File: src/rtl/truth_table_extractor.sv
// truth_table_extractor
//
// Purpose:
//   Walks every input combination of a small combinational circuit under test.
//   For each vector it waits SETTLE cycles, then samples all outputs into a
//   capture buffer. Once every vector has been applied, the block streams one
//   truth table per output over a valid/ready interface, in index order.
//
// Parameters:
//   NUM_IN   number of circuit inputs driven (1..6)
//   NUM_OUT  number of circuit outputs sampled (1..64)
//   SETTLE   clock cycles between applying a vector and sampling (>=1)
//
// Ports:
//   clk           sole clock, rising edge
//   rst_n         asynchronous active-low reset
//   start         begin extraction (accepted only while idle)
//   abort         synchronous abort back to idle, highest priority
//   x_drv         registered input vector to the circuit (bit0 = x0)
//   f_in          circuit outputs (bit0 = f1)
//   busy          high whenever not idle
//   tt_valid      truth-table word valid
//   tt_ready      consumer ready
//   tt_idx        output index of the current word (0 = f1)
//   tt_data       truth table; bit k = output value when x_drv == k
//   done          one-cycle pulse after the last word is accepted
//   tt_const      (TT_CONST_FLAG_EN only) tt_data is all-zeros or all-ones
//   tt_const_val  (TT_CONST_FLAG_EN only) constant value, equals tt_data[0]
//
// Optional feature macro: TT_CONST_FLAG_EN

module truth_table_extractor #(
    parameter int NUM_IN  = 2,
    parameter int NUM_OUT = 19,
    parameter int SETTLE  = 1,
    localparam int VECS   = 1 << NUM_IN,
    localparam int IDX_W  = (NUM_OUT > 1) ? $clog2(NUM_OUT) : 1,
    localparam int CNT_W  = (SETTLE > 1) ? $clog2(SETTLE) : 1
) (
    input  logic               clk,
    input  logic               rst_n,
    input  logic               start,
    input  logic               abort,
    output logic [NUM_IN-1:0]  x_drv,
    input  logic [NUM_OUT-1:0] f_in,
    output logic               busy,
    output logic               tt_valid,
    input  logic               tt_ready,
    output logic [IDX_W-1:0]   tt_idx,
    output logic [VECS-1:0]    tt_data,
`ifdef TT_CONST_FLAG_EN
    output logic               tt_const,
    output logic               tt_const_val,
`endif
    output logic               done
);

    typedef enum logic [1:0] {
        S_IDLE,
        S_APPLY,
        S_EMIT,
        S_FINISH
    } state_t;

    localparam logic [IDX_W-1:0] LAST_IDX = IDX_W'(NUM_OUT - 1);
    localparam logic [CNT_W-1:0] LAST_CNT = CNT_W'(SETTLE - 1);

    state_t                         state;
    logic [NUM_OUT-1:0][VECS-1:0]   tt_buf;
    logic [CNT_W-1:0]               settle_cnt;
    logic [IDX_W-1:0]               next_idx;
    logic [VECS-1:0]                load_row;
    logic                           load_const;

    // Word to present next. While capturing, the only load happens on the
    // final sample edge, when the last column of row 0 is still on f_in and
    // not yet in the buffer, so it is merged in directly. While emitting,
    // the next word is simply the following buffer row.
    always_comb begin
        next_idx = tt_idx + IDX_W'(1);
        load_row = tt_buf[next_idx];
        if (state == S_APPLY) begin
            load_row         = tt_buf[0];
            load_row[VECS-1] = f_in[0];
        end
        load_const = (&load_row) | (~|load_row);
    end

    // Controller, capture buffer and all registered outputs.
    always_ff @(posedge clk or negedge rst_n) begin
        if (!rst_n) begin
            state      <= S_IDLE;
            tt_buf     <= '0;
            settle_cnt <= '0;
            x_drv      <= '0;
            busy       <= 1'b0;
            tt_valid   <= 1'b0;
            tt_idx     <= '0;
            tt_data    <= '0;
            done       <= 1'b0;
`ifdef TT_CONST_FLAG_EN
            tt_const     <= 1'b0;
            tt_const_val <= 1'b0;
`endif
        end else if (abort) begin
            state      <= S_IDLE;
            settle_cnt <= '0;
            x_drv      <= '0;
            busy       <= 1'b0;
            tt_valid   <= 1'b0;
            tt_idx     <= '0;
            tt_data    <= '0;
            done       <= 1'b0;
`ifdef TT_CONST_FLAG_EN
            tt_const     <= 1'b0;
            tt_const_val <= 1'b0;
`endif
        end else begin
            case (state)
                S_IDLE: begin
                    done <= 1'b0;
                    if (start) begin
                        state      <= S_APPLY;
                        busy       <= 1'b1;
                        x_drv      <= '0;
                        settle_cnt <= '0;
                    end
                end

                S_APPLY: begin
                    if (settle_cnt == LAST_CNT) begin
                        settle_cnt <= '0;
                        // Column write: one bit per output at position x_drv.
                        for (int o = 0; o < NUM_OUT; o++) begin
                            tt_buf[o][x_drv] <= f_in[o];
                        end
                        if (x_drv == '1) begin
                            state    <= S_EMIT;
                            x_drv    <= '0;
                            tt_valid <= 1'b1;
                            tt_idx   <= '0;
                            tt_data  <= load_row;
`ifdef TT_CONST_FLAG_EN
                            tt_const     <= load_const;
                            tt_const_val <= load_row[0];
`endif
                        end else begin
                            x_drv <= x_drv + NUM_IN'(1);
                        end
                    end else begin
                        settle_cnt <= settle_cnt + CNT_W'(1);
                    end
                end

                S_EMIT: begin
                    if (tt_ready) begin
                        if (tt_idx == LAST_IDX) begin
                            state    <= S_FINISH;
                            tt_valid <= 1'b0;
                            done     <= 1'b1;
                        end else begin
                            tt_idx  <= next_idx;
                            tt_data <= load_row;
`ifdef TT_CONST_FLAG_EN
                            tt_const     <= load_const;
                            tt_const_val <= load_row[0];
`endif
                        end
                    end
                end

                S_FINISH: begin
                    done  <= 1'b0;
                    busy  <= 1'b0;
                    state <= S_IDLE;
                end

                default: begin
                    state <= S_IDLE;
                end
            endcase
        end
    end

`ifndef TT_CONST_FLAG_EN
    // The constant flag is only consumed when the optional outputs exist.
    logic unused_const;
    assign unused_const = load_const;
`endif

endmodule
File: config.mk
export PLATFORM = sky130hd
export DESIGN_NAME = truth_table_extractor
export DESIGN_NICKNAME = d
export VERILOG_FILES = /design/src/rtl/truth_table_extractor.sv
export SDC_FILE = /design/constraint.sdc
export NUM_CORES = 1
export LEC_CHECK = 0
export CAP_MARGIN = 20
export CORE_ASPECT_RATIO = 1.1
export CORE_MARGIN = 2
export CORE_UTILIZATION = 53
export CTS_CLUSTER_DIAMETER = 80
export DETAILED_ROUTE_END_ITERATION = 12
export GPL_ROUTABILITY_DRIVEN = 1
export PLACE_DENSITY = 0.75
export SKIP_CTS_REPAIR_TIMING = 1
export SLEW_MARGIN = 40
export SYNTH_ARGS = -nofsm -noshare
export SYNTH_HDL_FRONTEND = slang
export SYNTH_SLANG_ARGS = --single-unit
export TNS_END_PERCENT = 100
File: constraint.sdc
create_clock -name clk -period 2.9 [get_ports clk]
set_input_delay 0.87 -clock clk [delete_from_list [all_inputs] [get_ports clk]]
set_output_delay 0.87 -clock clk [all_outputs]
set_load 0.05 [all_outputs]
==> qor.yml, run 1 <==
outcome:
  status: "finished clean"
synthesis:
  ys_seq_area_frac: 0.503
  synthArstFlopShare: 1.00
  synth-edff-count: 0
  synth_common_cells: "dfrtp_1, mux2_2, nor2_1"
  yosysMostFrequentCell: "dfrtp_1"
  synthTopCellsByArea: "dfrtp_1, mux2_2, mux4_2, mux4_1, ha_1"
  synthFlopType: "dfrtp_1"
  yosys_register_bits: 92
  syn_avg_cell_area_um2: 13.7
  syn_area_um2: 4580
  synth_cell_types: 46
  netlist_instances: 335
  synth_top_area_cell: "dfrtp_1"
  yosysWarnings: 0
  synthesis.nets: 369
  synth_top_area_frac: 0.503
drt:
  routed_wl_um: 8820
  num_vias: 2839
  firstDrtPassIters: 4
  routed_via_density: 5.78
  ant_nets: 0
  post-route-drc-count: 0
  first_iter_violations: 94
  wl_per_cell_um: 18.0
placed_design:
  gp_congestion: 0.832
  hpwl_um: 6190
  io_buffer_count: 37
  dp_slack_ns: 0.279
die:
  die_y_um: 101
  die_w_um: 92.6
  dieArea_um2: 9400
  num_rows: 35
  core-area_um2: 8360
  start_util: 0.547
  io-pin-count: 38
critical_path:
  criticalPathCategory: "reg -> out"
  startpoint_type: "flop"
  max_stage_delay_ns: 0.89
  critPathMaxFanout: 13
  crit_required_ns: 2.03
  worstReg2RegStart: "tt_idx[0]"
  worst_path_max_delay_cell: "clkdlybuf4s50_1"
  crit_chain: "clkdlybuf4s50_1"
  path_delay_family: "buffers and inverters"
  cp-end-kind: "output port"
  startpoint: "tt_idx[2]"
  crit_buf_inv: 1
  worstPathArrival_ns: 1.88
power_and_ir_drop:
  powerDensity_nw_per_um2: 773
  ir_drop_mv: 0.270
  p_leak_uw: 0.00236
  total_power_uw: 4080
clock_network:
  clk_pin_slew_ns: 0.08
  clk_latency_ns: 0.36
  clockBufferDepth: 2
  cts_inserted_buffers: 9
  cts_sinks: 92
  root_buffer: "clkbuf_8"
  cts_tree: "yes"
  htreeDepth: 3
timing:
  slew_viol_final: 0
  post-route-min-period_ns: 2.75
  setup_ws_ns: 0.151
  rsz0062_at_grt: "false"
  finClkSkew_ns: 0.00502
  tightest_slew_ns: 0.625
  finalHoldViolCount: 0
  relSlewSlack: 0.583
  fin_tns_setup_ns: 0
  fmax_mhz: 364
  final.period_utilization: 0.948
  finalSetupViolCount: 0
hold_path:
  hold_path.class: "reg -> reg"
  hp-start: "tt_buf[27]"
finish:
  antennaDiodeCount: 0
  fillCellCount: 655
  multi_input_area_um2: 2130
  seqCellArea_um2: 2300
  area_growth_pct: 15.3
  fin_nets: 409
  drive_above_1_share: 0.332
global_route:
  grt_max_degree: 47
  grt.overflow.total: 0
  antenna_found_initial: 0
  grt_pass1_vias: 2888
  grt_pass1_wl_um: 14800
  track_usage: 0.207
job:
  cap_violations: 0
path summary, 6_finish.rpt:
path | endpoint | slack (ns) | cells past startpoint
min in group asynchronous | tt_buf[64] | 0.52 | 1
setup / recovery | tt_idx[2] | 0.15 | 1
max in group asynchronous | tt_buf[42] | 1.72 | 2
hold reg to reg | tt_buf[27] | 0.50 | 1
setup reg to reg | tt_data[0] | 0.56 | 6
hold / removal | tt_buf[27] | 0.50 | 1
area by class of cell:
type	count	area share
Timing Repair Buffer	47	0.0882
Inverter	7	0.00498
Clock buffer	13	0.0320
Sequential cell	92	0.436
Multi-Input combinational cell	218	0.404
Tap cell	111	0.0263
Clock inverter	3	0.00830
power by group:
group | internal (uW) | switching, uW | total [uW] | leakage, uW
Clock | 470 | 435 | 905 | 0.000110
Sequential | 1660 | 199 | 1860 | 0.00119
Combinational | 702 | 617 | 1320 | 0.00105
cells in the final DEF (no fill, tap or decap), types with 7 or more instances in the layout:
cell type / netlist / final
a22oi_1: 8 / 8
clkbuf_8: 0 / 12
clkdlybuf4s50_1: 0 / 35
nor2_1: 14 / 14
mux2_2: 80 / 80
o21ai_0: 11 / 11
buf_4: 1 / 10
dfrtp_1: 92 / 92
mux2i_1: 7 / 7
ha_1: 10 / 10
a21oi_1: 12 / 12
inv_1: 7 / 7
nand2_1: 12 / 12
mux4_2: 11 / 11
per-layer routing:
layer,share of wire,GRT usage
met5,0,0
met1,0.46,0.277
met3,0.028,0.0335
met4,0.019,0.0781
met2,0.49,0.345
kinds of logic after synthesis:
group,after synthesis,synth area share
DFF,92,0.503
buffers and inverters,25,0.0314
and+or+nand+nor,51,0.0623
AOI/OAI and AO/OA,52,0.0773
xor gates and xnor gates,2,0.00383
muxes,103,0.295
adders and majority gates,10,0.0273
registers in the layout, summed over array words and instances, names as in the netlist:
signal,cells
tt_valid,1
tt_data,4
state,2
busy,1
x_drv,2
done,1
tt_buf,76
tt_idx,5
stage by stage:
stage | hold WS [ns] | cells | instance area [um^2] | util
final | 0.503 | 491 | 5280 | 0.631
after global routing | 0.524 | 491 | 5280 | 0.631
after detailed placement | 0.485 | 475 | 5060 | 0.606
after global placement | 0.479 | 475 | 5060 | 0.606
after floorplan | 0.470 | 335 | 4580 | -
after CTS | 0.504 | 491 | 5280 | 0.631
Note: power is estimated with default switching activity, not from simulation.
==> run 2, diff against run 1 <==
--- a/config.mk
+++ b/config.mk
@@ -8,12 +8,13 @@
 export CAP_MARGIN = 20
 export CORE_ASPECT_RATIO = 1.1
 export CORE_MARGIN = 2
-export CORE_UTILIZATION = 53
+export CORE_UTILIZATION = 52
 export CTS_CLUSTER_DIAMETER = 80
 export DETAILED_ROUTE_END_ITERATION = 12
 export GPL_ROUTABILITY_DRIVEN = 1
-export PLACE_DENSITY = 0.75
+export PLACE_DENSITY = 0.74
 export SKIP_CTS_REPAIR_TIMING = 1
+export SKIP_LAST_GASP = 1
 export SLEW_MARGIN = 40
 export SYNTH_ARGS = -nofsm -noshare
 export SYNTH_HDL_FRONTEND = slang
==> qor.yml, run 2 (same netlist as run 1, synthesis figures left out) <==
critical_path:
  r2r_cells: 5  # -1
  rrSetupSlack_ns: 0.63  # +0.07 ns
  max_stage_delay_ns: 0.88  # about the same
  path_delay_family: "buffers and inverters"
  critPathMaxFanout: 11  # -2
  cp-end-kind: "output port"
  criticalPathCategory: "reg -> out"
  crit_chain: "clkdlybuf4s50_1"
  worst_path_max_delay_cell: "clkdlybuf4s50_1"
  reg2reg_to: "tt_data[3]"
  crit_buf_inv: 1  # unchanged
  worstReg2RegStart: "tt_idx[1]"
  worstPathArrival_ns: 1.84  # -0.04 ns
  startpoint_type: "flop"
  crit_required_ns: 2.03  # about the same
timing:
  post-route-min-period_ns: 2.71  # -0.0442 ns
  rsz0062_at_grt: "false"
  tightest_slew_ns: 0.643  # +0.0172 ns
  setup_ws_ns: 0.195  # +0.0442 ns
  fmax_mhz: 370  # +1.6%
  slew_viol_final: 0  # unchanged
  finalSetupViolCount: 0  # unchanged
  finalHoldViolCount: 0  # unchanged
  relSlewSlack: 0.572  # -0.0115
  finClkSkew_ns: 0.0111  # +0.00604 ns
  final.period_utilization: 0.933  # -0.0152
  fin_tns_setup_ns: 0  # unchanged
finish:
  design_area_um2: 5300  # +0.43%
  largest_register_ff_count: 76  # unchanged
  fin_nets: 409  # unchanged
  fillCellCount: 640  # -2.3%
  drive_above_1_share: 0.332  # +0.000875
  top_regs: "tt_buf x76, tt_idx x5, tt_data x4"
  final_common_cell: "dfrtp_1"
  antennaDiodeCount: 0  # unchanged
  top_register: "tt_buf"
  final_cell_mix: "dfrtp_1, mux2_2, clkdlybuf4s50_1"
  area_growth_pct: 15.8
global_route:
  track_usage: 0.209  # +0.00287
  grt.overflow.total: 0  # unchanged
  grt_pass1_vias: 2860  # -0.97%
  grt_max_degree: 52  # +11%
  antenna_found_initial: 0  # unchanged
  grt_pass1_wl_um: 15100  # +1.8%
placed_design:
  placed_area_um2: 5060  # unchanged
  dp_slack_ns: 0.314  # +0.0348 ns
  gp_congestion: 0.797  # -4.2%
  hpwl_um: 6340  # +2.4%
  io_buffer_count: 37  # unchanged
die:
  num_rows: 35  # unchanged
  core-area_um2: 8450  # +1.0%
  start_util: 0.542  # -0.00567
  dieArea_um2: 9570  # +1.8%
  die_w_um: 93.5  # +0.92%
  die_y_um: 102  # +0.92%
  io-pin-count: 38  # unchanged
drt:
  firstDrtPassIters: 4  # unchanged
  routed_wl_um: 9010  # +2.2%
  num_vias: 2842  # +0.11%
  ant_nets: 0  # unchanged
  routed_via_density: 5.80  # +0.31%
  post-route-drc-count: 0  # unchanged
  first_iter_violations: 174  # +85%
  wl_per_cell_um: 18.4  # +2.4%
clock_network:
  cts_sinks: 92  # unchanged
  cts_tree: "yes"
  clockBufferDepth: 2  # unchanged
  clk_pin_slew_ns: 0.08  # about the same
  clk_latency_ns: 0.36  # about the same
  htreeDepth: 3  # unchanged
  cts_inserted_buffers: 9  # unchanged
  root_buffer: "clkbuf_8"
job:
  cap_violations: 0  # unchanged
power_and_ir_drop:
  ir_drop_mv: 0.347  # +29%
  powerDensity_nw_per_um2: 795  # +2.8%
  p_leak_uw: 0.00236  # +0.26%
outcome:
  status: "finished clean"
hold_path:
  whs_path_depth: 1  # unchanged
  hold_path.class: "reg -> reg"
  whs_endpoint: "tt_buf[50]"
  hp-start: "tt_buf[50]"
==> run 2: cell types whose count changed in the layout (fill, tap and decap cells not counted) <==
cell	delta
bufinv_16	+2
clkbuf_1	-1
clkbuf_8	-3
clkinv_4	-1
clkinvlp_4	+1
inv_6	+1
==> run 2: power breakdown <==
group | switching, uW | internal [uW]
Sequential | 221 | 1660
Clock | 454 | 569
Combinational | 613 | 698
Total | 1290 | 2930
==> run 2: stage by stage <==
step	util	std cells	total power, uW	hold slack (ns)
after floorplan	-	335	2820	0.470
after global placement	0.599	475	3140	0.479
after detailed placement	0.599	475	3210	0.490
after CTS	0.627	490	4240	0.510
after global routing	0.627	490	4440	0.520
final	0.627	490	4210	0.508
==> run 2: area by class of cell <==
type                            instances  area [um^2]  share of cell area
Clock buffer                            9          124              0.0234
Timing Repair Buffer                   47          465              0.0878
Multi-Input combinational cell        218         2130               0.402
Tap cell                              111          139              0.0262
Inverter                                7         26.3             0.00496
Clock inverter                          6          111              0.0210
Sequential cell                        92         2300               0.434
==> run 2: routing by layer <==
metal / part of all wire / vias up / global-route usage
met4: 0.0093 / 0 / 0.0814
met5: 0 / - / 0
met3: 0.036 / 6 / 0.0280
met2: 0.51 / 55 / 0.350
met1: 0.44 / 1458 / 0.281
li1: - / 1323 / -
==> run 2: worst max-delay path by stage <==
stage	from	to	slack (ns)	cells past startpoint
floorplan	tt_idx[0]	tt_data[0]	0.21	10
global placement	abort	tt_idx[4]	0.35	6
detailed placement	abort	tt_idx[3]	0.31	6
CTS	tt_idx[3]	tt_idx[3]	0.19	1
global route	tt_idx[3]	tt_idx[3]	0.13	1
finish	tt_idx[3]	tt_idx[3]	0.19	1
==> run 3, diff against run 2 <==
--- a/config.mk
+++ b/config.mk
@@ -12,7 +12,9 @@
 export CTS_CLUSTER_DIAMETER = 80
 export DETAILED_ROUTE_END_ITERATION = 12
 export GPL_ROUTABILITY_DRIVEN = 1
+export GPL_TIMING_DRIVEN = 0
 export PLACE_DENSITY = 0.74
+export SETUP_SLACK_MARGIN = 0.5
 export SKIP_CTS_REPAIR_TIMING = 1
 export SKIP_LAST_GASP = 1
 export SLEW_MARGIN = 40
==> constraint.sdc (replaced) <==
create_clock -name clk -period 2.7 [get_ports clk]
set_input_delay 0.81 -clock clk [delete_from_list [all_inputs] [get_ports clk]]
set_output_delay 0.81 -clock clk [all_outputs]
set_load 0.05 [all_outputs]
==> qor.yml, run 3 (same netlist as run 1, synthesis figures left out) <==
die:
  die_w_um: 93.5  # unchanged
  io-pin-count: 38  # unchanged
  num_rows: 35  # unchanged
  start_util: 0.542  # unchanged
  dieArea_um2: 9570  # unchanged
  core-area_um2: 8450  # unchanged
  die_y_um: 102  # unchanged
finish:
  seqCellArea_um2: 2300  # about the same
  top_regs: "tt_buf x76, tt_idx x5, tt_data x4"
  area_growth_pct: 22.8
  final_cell_mix: "dfrtp_1, mux2_2, clkdlybuf4s50_1"
  final_common_cell: "dfrtp_1"
  largest_register_ff_count: 76  # unchanged
  antennaDiodeCount: 0  # unchanged
  fin_nets: 428  # +4.6%
  drive_above_1_share: 0.406  # +0.0736
  fillCellCount: 616  # -3.8%
  post-route-util: 0.665  # +0.0380
  multi_input_area_um2: 2230  # +4.5%
  top_register: "tt_buf"
hold_path:
  hold_path.class: "in -> async"
power_and_ir_drop:
  powerDensity_nw_per_um2: 808  # +1.7%
  ir_drop_mv: 0.393  # +13%
  p_leak_uw: 0.00274  # +16%
  total_power_uw: 4540  # +7.9%
global_route:
  grt_max_degree: 52  # unchanged
  track_usage: 0.205  # -0.00479
  grt_pass1_wl_um: 15000  # -0.32%
  grt_pass1_vias: 2938  # +2.7%
  grt.overflow.total: 0  # unchanged
  antenna_found_initial: 0  # unchanged
critical_path:
  critPathMostFrequentCell: "buf_12"
  worstReg2RegStart: "tt_idx[0]"
  startpoint: "tt_idx[0]"
  worstPathArrival_ns: 2.52  # +0.68 ns
  max_stage_delay_ns: 0.40  # -0.48 ns
  criticalPathCategory: "reg -> reg"
  crit_cells: 10  # +9
  worst_path_max_delay_cell: "dfrtp_2"
  crit_chain: "buf_12, buf_12, clkinv_4, ha_4, buf_12, buf_8, mux4_2, mux2i_2, nor2_1, o32a_1"
  r2r_cells: 10  # +5
  startpoint_type: "flop"
  crit_required_ns: 2.94  # +0.91 ns
  crit_buf_inv: 5  # +4
  cp-end-kind: "flop"
  critPathMaxFanout: 6  # -5
  path_delay_family: "multiplexers"
clock_network:
  cts_inserted_buffers: 9  # unchanged
  clk_latency_ns: 0.36  # about the same
  clk_pin_slew_ns: 0.09  # about the same
  clockBufferDepth: 2  # unchanged
  htreeDepth: 3  # unchanged
  cts_sinks: 92  # unchanged
  cts_tree: "yes"
  root_buffer: "clkbuf_8"
placed_design:
  hpwl_um: 6390  # +0.80%
  dp_slack_ns: -0.118  # -0.433 ns
  gp_congestion: 0.810  # +1.7%
  io_buffer_count: 37  # unchanged
timing:
  finClkSkew_ns: 0.0112  # +0.0000963 ns
  setup_ws_ns: 0.421  # +0.226 ns
  tightest_slew_ns: 0.522  # -0.121 ns
  slew_viol_final: 0  # unchanged
  relSlewSlack: 0.652  # +0.0801
  post-route-min-period_ns: 2.28
  final.period_utilization: 0.844
  fmax_mhz: 439
  finalHoldViolCount: 0  # unchanged
  finalSetupViolCount: 0  # unchanged
  rsz0062_at_grt: "true"
drt:
  firstDrtPassIters: 4  # unchanged
  num_vias: 2970  # +4.5%
  ant_nets: 0  # unchanged
  first_iter_violations: 134  # -23%
  wl_per_cell_um: 18.1  # -1.9%
  routed_wl_um: 9210  # +2.2%
  routed_via_density: 5.82  # +0.41%
  post-route-drc-count: 0  # unchanged
job:
  cap_violations: 0  # unchanged
outcome:
  status: "finished clean"
## run 3: cell types whose count changed in the layout (fill, tap and decap cells not counted), sizes merged
cell,before,now
buf,12,25
bufinv,3,1
clkbuf,9,14
clkdlybuf4s50,35,22
clkinv,1,5
dlymetal6s2s,0,14
inv,8,7
## run 3: worst register-to-register path: cells and delay by family (launching register included)
family | cells | cell delay [ns]
buffers and inverters | 5 | 0.51
adder cells (fa/ha/maj) | 1 | 0.31
flip-flops | 1 | 0.40
AND/OR/NAND/NOR | 1 | 0.09
AO/OA/AOI/OAI | 1 | 0.29
multiplexers | 2 | 0.58
## run 3: path summary, 6_finish.rpt
check                                   to  slack (ns)
worst max-delay path            tt_data[2]        0.42
worst min-delay path            tt_buf[45]        0.35
worst max register to register  tt_data[2]        0.42
worst min register to register  tt_buf[14]        0.51
max in group asynchronous       tt_buf[15]        1.77
min in group clk                tt_buf[14]        0.51
## run 3: routing by layer
layer	vias up	GRT usage	part of all wire
met3	16	0.0310	0.026
met1	1536	0.283	0.47
met2	53	0.336	0.49
li1	1365	-	-
met4	0	0.0656	0.014
met5	-	0	0
## run 3: report_power, final
part           internal, uW  switching (uW)  leakage (uW)
clock network           435             514      0.000101
logic                   875             724       0.00145
registers              1780             215       0.00119
## run 3: layout make-up
type | count | area share
Sequential cell | 92 | 0.410
Multi-Input combinational cell | 218 | 0.396
Timing Repair Buffer | 48 | 0.0968
Buffer | 18 | 0.0314
Tap cell | 111 | 0.0247
Clock buffer | 9 | 0.0220
Clock inverter | 7 | 0.0136
Inverter | 7 | 0.00556
## run 3: metrics by stage
step	cells	hold WS, ns	cell area, um^2	TNS (ns)
CTS	500	0.365	5340	0
detailed placement	484	0.486	5140	-3.20
finish	510	0.354	5620	0
global route	510	0.375	5620	0
global placement	483	0.479	5110	-235.34
floorplan	335	0.470	4600	0
